[src/rtl/pkg_cpu.sv]
// Shared CPU definitions: datapath widths, flag positions, ALU opcodes and
// the operand/result bundles exchanged with the main and small ALUs.
package pkg_cpu;

  localparam int WORD_W     = 32;
  localparam int DATA_BUS_W = 48;
  localparam int NUM_FLAGS  = 4;

  localparam int FLAG_N = 3;
  localparam int FLAG_V = 2;
  localparam int FLAG_C = 1;
  localparam int FLAG_Z = 0;

  typedef enum logic [3:0] {
    ALU_ADD = 4'd0,
    ALU_ADC = 4'd1,
    ALU_SUB = 4'd2,
    ALU_SBC = 4'd3,
    ALU_AND = 4'd4,
    ALU_ORR = 4'd5,
    ALU_XOR = 4'd6,
    ALU_LSL = 4'd7,
    ALU_LSR = 4'd8,
    ALU_ASR = 4'd9,
    ALU_ROL = 4'd10,
    ALU_ROR = 4'd11,
    ALU_MUL = 4'd12,
    ALU_CMP = 4'd13,
    ALU_MOV = 4'd14,
    ALU_NOT = 4'd15
  } alu_op_e;

  typedef struct packed {
    logic [WORD_W-1:0]    a;
    logic [WORD_W-1:0]    b;
    alu_op_e              oper;
    logic [NUM_FLAGS-1:0] flags;
  } StrcInAlu;

  typedef struct packed {
    logic [WORD_W-1:0]    result;
    logic [NUM_FLAGS-1:0] flags;
  } StrcOutAlu;

  typedef struct packed {
    logic [WORD_W-1:0] a;
    logic [WORD_W-1:0] b;
    logic              sub;
  } StrcInSmallAlu;

  typedef struct packed {
    logic [WORD_W-1:0] result;
  } StrcOutSmallAlu;

endpackage

[src/rtl/pkg_instr_enc.sv]
// Instruction encoding: field positions inside the left-aligned 48-bit bus
// word and the decoded-instruction bundle.
package pkg_instr_enc;

  localparam int GRP_MSB = 47;
  localparam int GRP_LSB = 46;
  localparam int OPC_MSB = 45;
  localparam int OPC_LSB = 40;
  localparam int RA_MSB  = 39;
  localparam int RA_LSB  = 36;
  localparam int RB_MSB  = 35;
  localparam int RB_LSB  = 32;
  localparam int IMM16_MSB = 31;
  localparam int IMM16_LSB = 16;
  localparam int IMM32_MSB = 31;
  localparam int IMM32_LSB = 0;

  typedef struct packed {
    logic [1:0]  grp;
    logic [5:0]  opcode;
    logic [3:0]  ra;
    logic [3:0]  rb;
    logic [31:0] imm;
    logic [2:0]  len;
  } StrcOutInstrDecoder;

endpackage

[src/rtl/cpu_alu_core.sv]
// Combinational 32-bit main ALU producing the result and {N,V,C,Z} flags.
module cpu_alu_core
  import pkg_cpu::*;
(
  input  logic [WORD_W-1:0]    a,
  input  logic [WORD_W-1:0]    b,
  input  logic [3:0]           oper,
  input  logic [NUM_FLAGS-1:0] flags_in,
  output logic [WORD_W-1:0]    result,
  output logic [NUM_FLAGS-1:0] flags_out
);

  alu_op_e     op;
  logic [4:0]  amt;
  logic        c_in;
  logic        add_cin;
  logic        sub_cin;
  logic [32:0] add_w;
  logic [32:0] sub_w;
  logic [32:0] lsl_w;
  logic [32:0] lsr_w;
  logic [32:0] asr_w;
  logic [31:0] rol_w;
  logic [31:0] ror_w;
  logic        c_out;
  logic        v_out;

  always_comb begin
    op      = alu_op_e'(oper);
    amt     = b[4:0];
    c_in    = flags_in[FLAG_C];
    add_cin = (op == ALU_ADC) ? c_in : 1'b0;
    // Subtraction as a + ~b + cin so bit 32 is directly the no-borrow flag.
    sub_cin = (op == ALU_SBC) ? c_in : 1'b1;
    add_w   = {1'b0, a} + {1'b0, b} + {32'd0, add_cin};
    sub_w   = {1'b0, a} + {1'b0, ~b} + {32'd0, sub_cin};
    // Shifters carry one extra bit to catch the last bit shifted out.
    lsl_w   = {1'b0, a} << amt;
    lsr_w   = {a, 1'b0} >> amt;
    asr_w   = $signed({a, 1'b0}) >>> amt;
    rol_w   = (a << amt) | (a >> (6'd32 - {1'b0, amt}));
    ror_w   = (a >> amt) | (a << (6'd32 - {1'b0, amt}));

    result = add_w[31:0];
    c_out  = c_in;
    v_out  = flags_in[FLAG_V];
    case (op)
      ALU_ADD, ALU_ADC: begin
        result = add_w[31:0];
        c_out  = add_w[32];
        v_out  = (a[31] == b[31]) && (add_w[31] != a[31]);
      end
      ALU_SUB, ALU_SBC, ALU_CMP: begin
        result = sub_w[31:0];
        c_out  = sub_w[32];
        v_out  = (a[31] != b[31]) && (sub_w[31] != a[31]);
      end
      ALU_AND: result = a & b;
      ALU_ORR: result = a | b;
      ALU_XOR: result = a ^ b;
      ALU_LSL: begin
        result = lsl_w[31:0];
        if (amt != 5'd0) c_out = lsl_w[32];
      end
      ALU_LSR: begin
        result = lsr_w[32:1];
        if (amt != 5'd0) c_out = lsr_w[0];
      end
      ALU_ASR: begin
        result = asr_w[32:1];
        if (amt != 5'd0) c_out = asr_w[0];
      end
      ALU_ROL: begin
        result = rol_w;
        if (amt != 5'd0) c_out = rol_w[0];
      end
      ALU_ROR: begin
        result = ror_w;
        if (amt != 5'd0) c_out = ror_w[31];
      end
      ALU_MUL: result = a * b;
      ALU_MOV: result = b;
      ALU_NOT: result = ~b;
      default: result = add_w[31:0];
    endcase

    flags_out         = '0;
    flags_out[FLAG_N] = result[31];
    flags_out[FLAG_V] = v_out;
    flags_out[FLAG_C] = c_out;
    flags_out[FLAG_Z] = (result == 32'd0);
  end

endmodule

[src/rtl/cpu_decode_alu_unit.sv]
// Registered execute front-end: instruction decoder, main ALU and small
// address ALU, all captured together in a single output register stage.
module cpu_decode_alu_unit
  import pkg_cpu::*;
  import pkg_instr_enc::*;
(
  input  logic                  clk,
  input  logic                  rst,
  input  logic                  en,
  input  logic [DATA_BUS_W-1:0] instr_in,
  input  logic [WORD_W-1:0]     alu_a,
  input  logic [WORD_W-1:0]     alu_b,
  input  logic [3:0]            alu_oper,
  input  logic [NUM_FLAGS-1:0]  alu_flags_in,
  input  logic [WORD_W-1:0]     salu_a,
  input  logic [WORD_W-1:0]     salu_b,
  input  logic                  salu_sub,
  output logic [1:0]            dec_group,
  output logic [5:0]            dec_opcode,
  output logic [3:0]            dec_ra,
  output logic [3:0]            dec_rb,
  output logic [WORD_W-1:0]     dec_imm,
  output logic [2:0]            dec_len,
  output logic [WORD_W-1:0]     alu_result,
  output logic [NUM_FLAGS-1:0]  alu_flags_out,
  output logic [WORD_W-1:0]     salu_result,
  output logic                  valid
);

  StrcInAlu             alu_in;
  StrcOutAlu            alu_d, alu_q;
  StrcInSmallAlu        salu_in;
  StrcOutSmallAlu       salu_d, salu_q;
  StrcOutInstrDecoder   dec_d, dec_q;
  logic                 valid_q;
  logic [WORD_W-1:0]    core_result;
  logic [NUM_FLAGS-1:0] core_flags;

  always_comb begin
    alu_in.a     = alu_a;
    alu_in.b     = alu_b;
    alu_in.oper  = alu_op_e'(alu_oper);
    alu_in.flags = alu_flags_in;
    salu_in.a    = salu_a;
    salu_in.b    = salu_b;
    salu_in.sub  = salu_sub;
  end

  cpu_alu_core u_alu_core (
    .a         (alu_in.a),
    .b         (alu_in.b),
    .oper      (alu_in.oper),
    .flags_in  (alu_in.flags),
    .result    (core_result),
    .flags_out (core_flags)
  );

  always_comb begin
    alu_d.result  = core_result;
    alu_d.flags   = core_flags;
    salu_d.result = salu_in.sub ? (salu_in.a - salu_in.b) : (salu_in.a + salu_in.b);
  end

  always_comb begin
    dec_d        = '0;
    dec_d.grp    = instr_in[GRP_MSB:GRP_LSB];
    dec_d.opcode = instr_in[OPC_MSB:OPC_LSB];
    dec_d.ra     = instr_in[RA_MSB:RA_LSB];
    dec_d.rb     = instr_in[RB_MSB:RB_LSB];
    case (dec_d.grp)
      2'd0: begin
        dec_d.len = 3'd2;
        dec_d.imm = 32'd0;
      end
      2'd1: begin
        dec_d.len = 3'd4;
        dec_d.imm = {{16{instr_in[IMM16_MSB]}}, instr_in[IMM16_MSB:IMM16_LSB]};
      end
      2'd2: begin
        dec_d.len = 3'd4;
        dec_d.imm = {16'd0, instr_in[IMM16_MSB:IMM16_LSB]};
      end
      default: begin
        dec_d.len = 3'd6;
        dec_d.imm = instr_in[IMM32_MSB:IMM32_LSB];
      end
    endcase
  end

  // A stalled edge keeps the data but drops valid, so consumers see each result once.
  always_ff @(posedge clk or posedge rst) begin
    if (rst) begin
      dec_q   <= '0;
      alu_q   <= '0;
      salu_q  <= '0;
      valid_q <= 1'b0;
    end else if (en) begin
      dec_q   <= dec_d;
      alu_q   <= alu_d;
      salu_q  <= salu_d;
      valid_q <= 1'b1;
    end else begin
      valid_q <= 1'b0;
    end
  end

  assign dec_group     = dec_q.grp;
  assign dec_opcode    = dec_q.opcode;
  assign dec_ra        = dec_q.ra;
  assign dec_rb        = dec_q.rb;
  assign dec_imm       = dec_q.imm;
  assign dec_len       = dec_q.len;
  assign alu_result    = alu_q.result;
  assign alu_flags_out = alu_q.flags;
  assign salu_result   = salu_q.result;
  assign valid         = valid_q;

endmodule

[config.mk]
export PLATFORM = sky130hd
export DESIGN_NAME = cpu_decode_alu_unit
export DESIGN_NICKNAME = d
export VERILOG_FILES = /design/src/rtl/pkg_cpu.sv /design/src/rtl/pkg_instr_enc.sv /design/src/rtl/cpu_alu_core.sv /design/src/rtl/cpu_decode_alu_unit.sv
export SDC_FILE = /design/constraint.sdc
export NUM_CORES = 2
export LEC_CHECK = 0
export CORE_ASPECT_RATIO = 0.9
export CORE_MARGIN = 2
export CORE_UTILIZATION = 60
export DETAILED_ROUTE_END_ITERATION = 7
export DONT_BUFFER_PORTS = 1
export PLACE_DENSITY = 0.76
export SLEW_MARGIN = 20
export SYNTH_ARGS = -nofsm -noshare
export SYNTH_HDL_FRONTEND = slang
export SYNTH_SLANG_ARGS = --single-unit
[constraint.sdc]
create_clock -name clk -period 4.2 [get_ports clk]
set_input_delay 0.63 -clock clk [delete_from_list [all_inputs] [get_ports clk]]
set_output_delay 0.63 -clock clk [all_outputs]
set_load 0.05 [all_outputs]
==> results.ini, run 1 <==
[placed_design]
numPortBuffers = 0
gp_congestion = 1.26
dpl_cell_area_um2 = 43800
hpwl_um = 150000

[synthesis]
synthCells = 4599
ys_ff_latch = 118
synthFlopType = dfrtp_1
synth_top_cell_area_share = 0.226
netlist_top_cells_area = fa_1, ha_1, dfrtp_1
yosysTopAreaCell = fa_1
synth.most_common_cell = nor2_1
ys_seq_area_frac = 0.0806
async_flop_share = 1.00
syn_avg_cell_area_um2 = 7.97
ys_top_cells_by_count = nor2_1, inv_1, nand2_1, fa_1, ha_1
ys_types = 95
synth-edff-count = 0
synth_nets = 5457
synth.cell_area_um2 = 36700
ys_warn_count = 0

[sta]
worst_endpoint = alu_flags_out[0]$_DFFE_PP0P_/D
worstEpCategory = sequential cell input

[outcome]
status = did not finish
haltStage = global routing
stop_error = [ERROR GRT-0232] Routing congestion too high. Check the congestion heatmap in the GUI.

[clocking]
clock_sinks = 118
clockBufferDepth = 2
hold_buffers = 0
cts_inserted_buffers = 17
h-tree-depth = 4
cts_root_buf = clkbuf_16

[floorplan]
num_rows = 85
dieWidth_um = 265
num_io_pins = 308
dieHeight_um = 238
floorplan.initialDensity = 0.610

[grt]
grt_max_degree = 177
grt_overflow = 12
track_usage = 0.765

-- stage by stage --
step | cells | hold slack (ns) | TNS [ns] | worst slack, ns
2_1_floorplan | 4599 | 0.661 | -77.09 | -4.00
3_3_place_gp | 5976 | 0.658 | -78.76 | -4.38
3_5_place_dp | 5976 | 0.668 | -82.23 | -4.46
4_1_cts | 6044 | 0.214 | -59.50 | -3.31
-- metal layers --
metal / overflow / track usage
met4: 1 / 0.652
met2: 5 / 0.877
met1: 6 / 0.811
met5: 0 / 0.450
met3: 0 / 0.660
-- cells by family after synthesis --
| family | Yosys count | synth area share |
|---|---|---|
| other | 1 | 0.000102 |
| flip-flops | 118 | 0.0806 |
| buffers and inverters | 849 | 0.0932 |
| AO/OA/AOI/OAI | 965 | 0.174 |
| XOR/XNOR | 196 | 0.0468 |
| adder cells (fa/ha/maj) | 670 | 0.313 |
| AND/OR/NAND/NOR | 1500 | 0.179 |
| multiplexers | 300 | 0.113 |
-- timing repair --
action / 4_1_cts
setup buffers: 43
pin swaps: 118
gates resized for setup: 275
cloned: 1
endpoints found under the setup margin: 30
==> inputs of run 2 (changes only) <==
--- a/config.mk
+++ b/config.mk
@@ -5,12 +5,11 @@
 export SDC_FILE = /design/constraint.sdc
 export NUM_CORES = 2
 export LEC_CHECK = 0
-export CORE_ASPECT_RATIO = 0.9
 export CORE_MARGIN = 2
-export CORE_UTILIZATION = 60
+export CORE_UTILIZATION = 40
 export DETAILED_ROUTE_END_ITERATION = 7
 export DONT_BUFFER_PORTS = 1
-export PLACE_DENSITY = 0.76
+export PLACE_DENSITY_LB_ADDON = 0.15
 export SLEW_MARGIN = 20
 export SYNTH_ARGS = -nofsm -noshare
 export SYNTH_HDL_FRONTEND = slang
==> results.ini, run 2 <==
[clocking]
h-tree-depth = 4  ; unchanged
clkTransAtPathRegs_ns = 0.06
cts_root_buf = clkbuf_16
hold_buffers = 0  ; unchanged
clock_latency_ns = 0.43
cts_inserted_buffers = 17  ; unchanged
clock_sinks = 118  ; unchanged
cts_tree = built
clockBufferDepth = 2  ; unchanged

[drt]
num_vias = 40700
drcViolationCount = 0
firstDrtPassIters = 7
ant_nets = 0
drt_iter0_drc = 5389
routedWlPerCell_um = 32.8
wl_um = 215000
viasPerCell = 6.21

[synthesis]
synth.cell_area_um2 = 36700  ; unchanged
synth-edff-count = 0  ; unchanged
synth_nets = 5457  ; unchanged
ys_seq_area_frac = 0.0806  ; unchanged
synthCells = 4599  ; unchanged
synth_top_cell_area_share = 0.226  ; unchanged
ys_ff_latch = 118  ; unchanged
yosysTopAreaCell = fa_1
async_flop_share = 1.00  ; unchanged
syn_avg_cell_area_um2 = 7.97  ; unchanged
netlist_top_cells_area = fa_1, ha_1, dfrtp_1
ys_types = 95  ; unchanged
synthFlopType = dfrtp_1
ys_warn_count = 0  ; unchanged
ys_top_cells_by_count = nor2_1, inv_1, nand2_1, fa_1, ha_1
synth.most_common_cell = nor2_1

[run]
maxCapViolations = 0

[sta]
slew_violations = 0
tightestPinTransition_ns = 1.22
fin_crit_ns = 8.07
hold_viol = 0
fin_ws_ns = -3.87
rsz0062_at_grt = true
relSlewSlack = 0.183
fin_crit_sh = 1.92
setup_viol = 32
clock-skew-final_ns = 0
fmax_mhz = 124

[floorplan]
num_io_pins = 308  ; unchanged
fp.dieArea_um2 = 94100
dieHeight_um = 307  ; +29%
floorplan.initialDensity = 0.402  ; -0.208
core_area_um2 = 91200
num_rows = 111  ; +31%
dieWidth_um = 307  ; +16%

[finish]
final_common_cell = buf_4
syn_to_final_growth_pct = 32.0
final_cell_mix = buf_4, nor2_1, nand2_1, inv_1, fa_1
nNetsFinal = 6204
drive_gt1_frac = 0.311
nFillCells = 8730

[worst_hold_path]
hold_path_class = input port to flip-flop
hold_depth = 0
hp-start = en
min_delay_worst_endpoint = valid

[placed_design]
hpwl_um = 167000  ; +11%
numPortBuffers = 0  ; unchanged
gp_congestion = 1.12  ; -11%
dp_slack_ns = -4.71  ; -0.250 ns

[worst_setup_path]
reg2regPathDepth = 1
crit_type = input port to flip-flop
r2r_slack_ns = 2.84
arrival_ns = 8.41
critPathSlowestCell = fa_1
end_kind = flip-flop
path_max_fanout = 111
worstSetupStartpointType = input port
max_stage_delay_ns = 0.56
rr_startpoint = alu_result[31]
cpMostUsedCell = fa_1
cp.required_ns = 4.53
rr_endpoint = alu_result[31]

[outcome]
status = complete, but fails checks
violations = negative setup slack

[grt]
met1_usage = 0.600
grt_use_met3 = 0.140
grt_overflow = 0
grt_pass1_vias = 39400
top_usage_layer = met2
grt_pass1_wl_um = 299000
antenna_found_initial = 15
track_usage = 0.446
grt_max_degree = 177
use_met2 = 0.646

[run 2: cell counts after synthesis]
Identical to the previous run, type by type.
[run 2: worst max path at each step]
| stage | from | endpoint | slack, ns | cells after the start |
|---|---|---|---|---|
| 6_report | alu_b[2] | alu_flags_out[0] | -3.87 | 29 |
| 5_1_grt | alu_b[6] | alu_flags_out[0] | -3.93 | 29 |
| 4_1_cts | alu_a[17] | alu_flags_out[0] | -3.81 | 28 |
| 3_5_place_dp | alu_a[15] | alu_flags_out[0] | -4.71 | 27 |
| 3_3_place_gp | alu_b[2] | alu_flags_out[0] | -4.74 | 28 |
| 2_1_floorplan | alu_b[3] | alu_flags_out[0] | -4.00 | 32 |
[run 2: area by class of cell]
class | count | area [um2] | share of cell area
flip-flops and latches | 118 | 2950 | 0.0610
clock buffers | 17 | 425 | 0.00879
well taps | 1186 | 1480 | 0.0307
inverters | 504 | 2030 | 0.0419
diodes | 9 | 22.5 | 0.000465
repair buffers | 1073 | 8840 | 0.183
multi-input cells | 3632 | 32500 | 0.671
clock inverters | 15 | 169 | 0.00349
[run 2: repair_timing]
item,4_1_cts,5_1_grt
endpoints found under the setup margin,31,36
resized for setup,246,272
setup buffers,44,43
cloned,0,1
pin swaps,86,152
[run 2: metal layers]
metal | wire, um | vias to the layer above
met5 | 108 | -
met4 | 13400 | 16
met3 | 26500 | 580
met2 | 89000 | 2649
met1 | 85900 | 20300
li1 | - | 17200
[run 2: logic make-up (layout without fill, tap and decap cells)]
kind of cell	after synthesis	count (layout)	share of synthesized area
flops	118	118	0.0806
xor+xnor	196	196	0.0468
simple gates	1500	1500	0.179
mux	300	300	0.113
other cells	1	10	0.000102
compound gates	965	965	0.174
fa+ha+maj	670	670	0.313
buf+inv	849	1609	0.0932
[run 2: metrics by stage]
stage / hold slack, ns / instance area [um2] / setup TNS, ns / std cells / util
4_1_cts: 0.212 / 46800 / -63.65 / 6510 / 0.513
2_1_floorplan: 0.661 / 37300 / -77.09 / 4599 / -
3_5_place_dp: 0.668 / 44800 / -85.55 / 6436 / 0.491
6_report: 0.235 / 48400 / -66.40 / 6554 / 0.530
3_3_place_gp: 0.670 / 44800 / -84.42 / 6436 / 0.491
5_1_grt: 0.210 / 48400 / -68.78 / 6546 / 0.530
[run 2: critical path, delay by kind of cell]
family	cells	cell delay [ns]
buf+inv	7	0.62
simple gates	8	1.72
fa+ha+maj	9	4.36
compound gates	5	1.02
Power of run 2 is left out: the tool's default activity adds up to more than one toggle a clock period on the data nets, which glitch-free logic cannot reach.
